## src/rtl/pwm_peripheral.sv

```systemverilog
// 16-pin output stage driven by SPI-written control registers: each pin is low,
// constant high, or follows one shared 8-bit PWM waveform with period-aligned duty updates.
module pwm_peripheral #(
  parameter int unsigned PRESCALE_DIV = 13
) (
  input  logic       clk,
  input  logic       rst,
  input  logic [7:0] en_reg_out_7_0,
  input  logic [7:0] en_reg_out_15_8,
  input  logic [7:0] en_reg_pwm_7_0,
  input  logic [7:0] en_reg_pwm_15_8,
  input  logic [7:0] pwm_duty_cycle,
  output logic [7:0] uo_out,
  output logic [7:0] uio_out,
  output logic       period_start
);

  localparam int unsigned PRE_W = (PRESCALE_DIV > 1) ? $clog2(PRESCALE_DIV) : 1;
  localparam logic [PRE_W-1:0] PRE_MAX = PRE_W'(PRESCALE_DIV - 1);

  logic [PRE_W-1:0] pre_cnt_q, pre_cnt_d;
  logic [7:0]       pwm_cnt_q, pwm_cnt_d;
  logic [7:0]       duty_shadow_q, duty_shadow_d;
  logic             load_pending_q, load_pending_d;
  logic [15:0]      pins_q, pins_d;
  logic             period_start_q, period_start_d;

  logic        tick;
  logic        wrap;
  logic [7:0]  duty_eff;
  logic        level;
  logic [15:0] en_out;
  logic [15:0] en_pwm;

  assign en_out = {en_reg_out_15_8, en_reg_out_7_0};
  assign en_pwm = {en_reg_pwm_15_8, en_reg_pwm_7_0};

  assign tick = (pre_cnt_q == PRE_MAX);
  assign wrap = tick && (pwm_cnt_q == 8'hFF);

  // While a post-reset load is pending the live duty drives the level, so the
  // very first step of the first period already uses the requested duty.
  assign duty_eff = load_pending_q ? pwm_duty_cycle : duty_shadow_q;
  assign level    = (duty_eff == 8'hFF) ? 1'b1 : (pwm_cnt_q < duty_eff);

  always_comb begin
    pre_cnt_d      = tick ? '0 : pre_cnt_q + 1'b1;
    pwm_cnt_d      = tick ? pwm_cnt_q + 8'd1 : pwm_cnt_q;
    duty_shadow_d  = duty_shadow_q;
    load_pending_d = 1'b0;
    if (wrap || load_pending_q) begin
      duty_shadow_d = pwm_duty_cycle;
    end
    period_start_d = (pwm_cnt_q == 8'h00) && (pre_cnt_q == '0);
  end

  generate
    for (genvar gi = 0; gi < 16; gi++) begin : g_pin
      assign pins_d[gi] = en_out[gi] & (~en_pwm[gi] | level);
    end
  endgenerate

  always_ff @(posedge clk) begin
    if (rst) begin
      pre_cnt_q      <= '0;
      pwm_cnt_q      <= 8'h00;
      duty_shadow_q  <= 8'h00;
      load_pending_q <= 1'b1;
      pins_q         <= 16'h0000;
      period_start_q <= 1'b0;
    end else begin
      pre_cnt_q      <= pre_cnt_d;
      pwm_cnt_q      <= pwm_cnt_d;
      duty_shadow_q  <= duty_shadow_d;
      load_pending_q <= load_pending_d;
      pins_q         <= pins_d;
      period_start_q <= period_start_d;
    end
  end

  assign uo_out       = pins_q[7:0];
  assign uio_out      = pins_q[15:8];
  assign period_start = period_start_q;

endmodule

```

## config.mk

```make
export PLATFORM = sky130hd
export DESIGN_NAME = pwm_peripheral
export DESIGN_NICKNAME = d
export VERILOG_FILES = /design/src/rtl/pwm_peripheral.sv
export SDC_FILE = /design/constraint.sdc
export NUM_CORES = 1
export LEC_CHECK = 0
export BUFFER_PORTS_ARGS = -buffer_cell sky130_fd_sc_hd__buf_2
export CAP_MARGIN = 20
export CORE_ASPECT_RATIO = 0.6
export CORE_MARGIN = 4
export CORE_UTILIZATION = 53
export DETAILED_ROUTE_END_ITERATION = 10
export PLACE_DENSITY = 0.88
export SLEW_MARGIN = 30
export SYNTH_ARGS = -nofsm -noshare
export SYNTH_HDL_FRONTEND = slang
export SYNTH_SLANG_ARGS = --single-unit
```

## constraint.sdc

```tcl
create_clock -name clk -period 5.6 [get_ports clk]
set_clock_uncertainty 0.15 [all_clocks]
set_input_delay 0.84 -clock clk [delete_from_list [all_inputs] [get_ports clk]]
set_output_delay 0.84 -clock clk [all_outputs]
set_load 0.05 [all_outputs]
```

Word-level counts from Yosys, hierarchy flattened
Index checks and enable logic that the tools add are counted.
{"block": "word_totals", "ff_bits": 38, "input_bits": 42, "output_inout_bits": 17, "elab_cells": 69}
{"block": "op_classes", "addsub": 2, "n_lt_le_gt_ge": 1, "n_eq_ne": 3, "muxes": 3, "bitwise_logic": 48, "reduce_logical": 6}
{"cell": "$and 1x1->1", "count": 16}
{"cell": "$eq 8x8->1 const B", "count": 2}
{"cell": "$not 1->1", "count": 16}
{"cell": "$or 1x1->1", "count": 16}
{"cell": "$add 8x1->8 const B", "count": 1}
{"cell": "$logic_not 8->1", "count": 1}
{"cell": "$lt 8x8->1", "count": 1}
{"cell": "$mux 8", "count": 1}
{"cell": "$add 4x1->4 const B", "count": 1}
{"cell": "$eq 4x4->1 const B", "count": 1}
{"cell": "$logic_not 4->1", "count": 1}
{"cell": "$logic_and 1x1->1", "count": 2}
{"cell": "$mux 1", "count": 2}
{"cell": "$reduce_or 2->1", "count": 1}
{"cell": "$logic_or 1x1->1", "count": 1}

Logic depth before layout (Yosys ltp)
{"block": "depth", "ltp_word": 5, "mapped_depth": 9, "depth_no_buf": 6}

Least setup slack after synthesis
OpenSTA, ideal clock, no wires.
{"block": "synth_timing", "path_kind": "input to register", "from": "input pwm_duty_cycle[6]", "to": "register pins_q[10]", "setup_ns": 0.089, "arrival_ns": 2.402, "required_time_ns": 5.361, "slack_ns": 2.960, "stages": 8, "path_buffers": 2, "path_cell_list": "mux2i_1 ha_1 a41oi_1 o21ai_0 or3_1 clkbuf_1 buf_4 a311oi_2"}
{"block": "synth_between", "elab_chain_len": 5, "elab_cells_between_ends": 6, "cone_classes": "1 x order compare; 1 x eq/ne; 2 x mux; 2 x bitwise"}
{"item": "start: declaration", "line_no": "12", "text": "input logic [7:0] pwm_duty_cycle,"}
{"item": "$mux 8 (*)", "line_no": "43", "text": "assign duty_eff = load_pending_q ? pwm_duty_cycle : duty_shadow_q;"}
{"item": "$lt 8x8->1 or $eq 8x8->1 (tied branches)", "line_no": "44", "text": "assign level = (duty_eff == 8'hFF) ? 1'b1 : (pwm_cnt_q < duty_eff);"}
{"item": "$mux 1 (*)", "line_no": "44"}
{"item": "$or 1x1->1 (*)", "line_no": "59", "text": "assign pins_d[gi] = en_out[gi] & (~en_pwm[gi] | level);"}
{"item": "$and 1x1->1 (*)", "line_no": "59"}
{"item": "end signal: assignment", "line_no": "76", "text": "pins_q <= pins_d;"}
{"item": "end: declaration", "line_no": "25", "text": "logic [15:0] pins_q, pins_d;"}
Every way passes the cells marked *; elsewhere a longest branch is shown, timed or not.
A chain may end at the register's enable or synchronous reset.

Final worst setup path
{"block": "layout_timing", "from": "register load_pending_q", "to": "register pins_q[0]"}
{"block": "layout_between", "elab_chain_len": 5, "elab_cells_between_ends": 6, "cone_classes": "1 x order compare; 1 x eq/ne; 2 x mux; 2 x bitwise"}
{"item": "start: declaration", "line_no": "24", "text": "logic load_pending_q, load_pending_d;"}
{"item": "start signal: assignment", "line_no": "75", "text": "load_pending_q <= load_pending_d;"}
{"item": "$mux 8 (*)", "line_no": "43"}
{"item": "$lt 8x8->1 or $eq 8x8->1 (tied branches)", "line_no": "44"}
{"item": "$mux 1 (*)", "line_no": "44"}
{"item": "$or 1x1->1 (*)", "line_no": "59"}
{"item": "$and 1x1->1 (*)", "line_no": "59"}
Marks and branches as above.

==> results.yml <==
sta:
  period_share_pct: 53.5
  relSlewSlack_pct: 46.8
  setup_tns_ns: 0
  setup_viol: 0
  rsz0062_at_grt: "false"
  fmax_mhz: 334
  hold_viol_final: 0
  slew_violations: 0
  period_needed_ns: 2.99
  worstMarginPinSlew_ns: 0.799
worst_setup_path:
  cp.required_ns: 5.64
  crit_start: "load_pending_q"
  rr_startpoint: "load_pending_q"
  crit_arrival_ns: 3.03
  worstSetupPathType: "register to register"
  start_kind: "register"
  crit_path_end_kind: "register"
  r2r_slack_ns: 2.61
  worstPathMaxFanout: 16
  reg2reg_depth: 6
die:
  die_area_mm2: 0.00441
  dieHeight_um: 53.0
  num_rows: 16
  start_util_pct: 55.2
  core-area_mm2: 0.00324
  fp.dieW_um: 83.1
  io_pins: 59
placement:
  io_buffers: 58
  gp_congestion: 0.783
  dp_hpwl_mm: 3.07
logic_synthesis:
  ys_seq_area_share_pct: 42.5
  avgSynthCellArea_um2: 10.0
  syn_area_mm2: 0.00179
  synth_edf_count: 0
  synth_compound_area_share_pct: 16.8
  synthArstFlopShare_pct: 0
  yosys.area_share.simple_pct: 13.5
  synth_seq_cells: 38
  synthesis.nets: 232
  synth_cell_types: 35
  synthCells: 179
  yosysWarnings: 0
  synth_top_family_by_area: "compound AO/OA/AOI/OAI gates"
  synth_ff_type: "dfxtp_1"
  synthMuxAreaShare_pct: 9.01
  synthAdderAreaFrac_pct: 7.68
  synth-xor-area-share_pct: 2.93
detailed_routing:
  wl_per_cell_um: 14.8
  routed_wl_mm: 4.15
  dr.pass1.iters: 5
  num_vias: 1483
  via_per_inst: 5.30
  antenna_left: 0
  drc: 0
  drtIter0Drc: 32
final_layout:
  drive_above_1_share_pct: 32.8
  final_util_pct: 66.7
  final_cell_mix: "58 x buf_2, 38 x dfxtp_1, 22 x inv_1"
  final_common_cell: "buf_2"
  antenna_cells: 0
  nets: 288
  syn2layout_area_growth_pct: 20.7
cts:
  cts_buffers: 5
  cts_max_path_buffers: 2
  cts_setup_buffers: 0
  clkSinkCount: 38
  cts_root_buffer: "clkbuf_8"
  hold_buffers: 0
  ctsHtreeMaxLevel: 2
  cts_tree: "yes"
  cts_resized: 0
  path_clk_slew_ns: 0.07
  clkLatencyLatePin_ns: 0.29
grt:
  grt_max_degree: 39
  grt_pass1_vias: 1358
  antenna_found_initial: 0
  grt_overflow: 0
  grtUsageTotal_pct: 19.0
  grt_pass1_wl_mm: 6.42
min_path:
  holdCritStartpoint: "pre_cnt_q[0]"
  hp-class: "register to register"
  hold_path_depth: 1
flow_run:
  max_cap_violations: 0
pwr:
  power_density_mw_per_mm2: 258
  ir_drop_uv: 184
  p_leak_nw: 1.01
status:
  status: "complete, no violations"
[cell families after synthesis]
family	count (synthesis)
simple gates	46
mux	16
flops	38
xor+xnor	6
fa+ha+maj	11
buf+inv	31
compound gates	31
[worst paths after layout]
path | end
max | pins_q[0]
min | pre_cnt_q[0]
min reg2reg | pre_cnt_q[0]
max reg2reg | pins_q[0]
[where the power goes]
group / internal (mW) / switching (mW) / total [mW]
clock network: 0.0834 / 0.0924 / 0.176
logic: 0.0338 / 0.0578 / 0.0916
registers: 0.283 / 0.00766 / 0.291
[critical path: stages, from the launching register on]
cell and delay (ns):
dfxtp_1 0.71, mux2i_1 0.37, ha_1 0.32, a41oi_1 0.21
o21ai_0 0.09, or3_1 0.64, a311oi_1 0.39
[cell usage after synthesis, drive strengths merged (4+ instances only)]
cell type,n,area share [%]
a21oi,7,2.0
nand3,4,1.1
ha,11,7.7
buf,6,2.4
dfxtp,38,42
inv,22,4.6
nor2,16,3.4
mux2i,15,8.4
a311oi,16,11
nand2,6,1.3
[through the flow]
stage	cells	setup slack (ns)	power [mW]	cell area (µm²)	hold slack, ns
3_3_place_gp	273	2.62	0.385	2080	0.322
4_1_cts	280	2.60	0.566	2160	0.345
6_report	280	2.61	0.559	2160	0.340
5_1_grt	280	2.43	0.586	2160	0.377
2_1_floorplan	179	2.96	0.358	1790	0.305
3_5_place_dp	273	2.53	0.389	2080	0.336
[final cells by class]
cell class	instances	area, µm²
clock buffers	5	68.8
clock inverters	2	10.0
fillers	265	1080
inverters	22	82.6
multi-input cells	110	895
flip-flops and latches	38	761
well taps	45	56.3
repair buffers	58	290
[layer usage]
layer  track usage, %  part of all wire [%]  up-vias
met5                0                     0        -
met4             10.9                   2.4        0
met3             6.22                   6.4       14
met2             29.7                    44       39
met1             23.5                    47      678
li1                 -                     -      752
[sequential cells by signal, indices dropped and copies added, names as in the netlist]
signal	count
duty_shadow_q	8
load_pending_q	1
period_start	1
pins_q	16
pre_cnt_q	4
pwm_cnt_q	8
No activity file was read; power rests on OpenSTA's default activity.
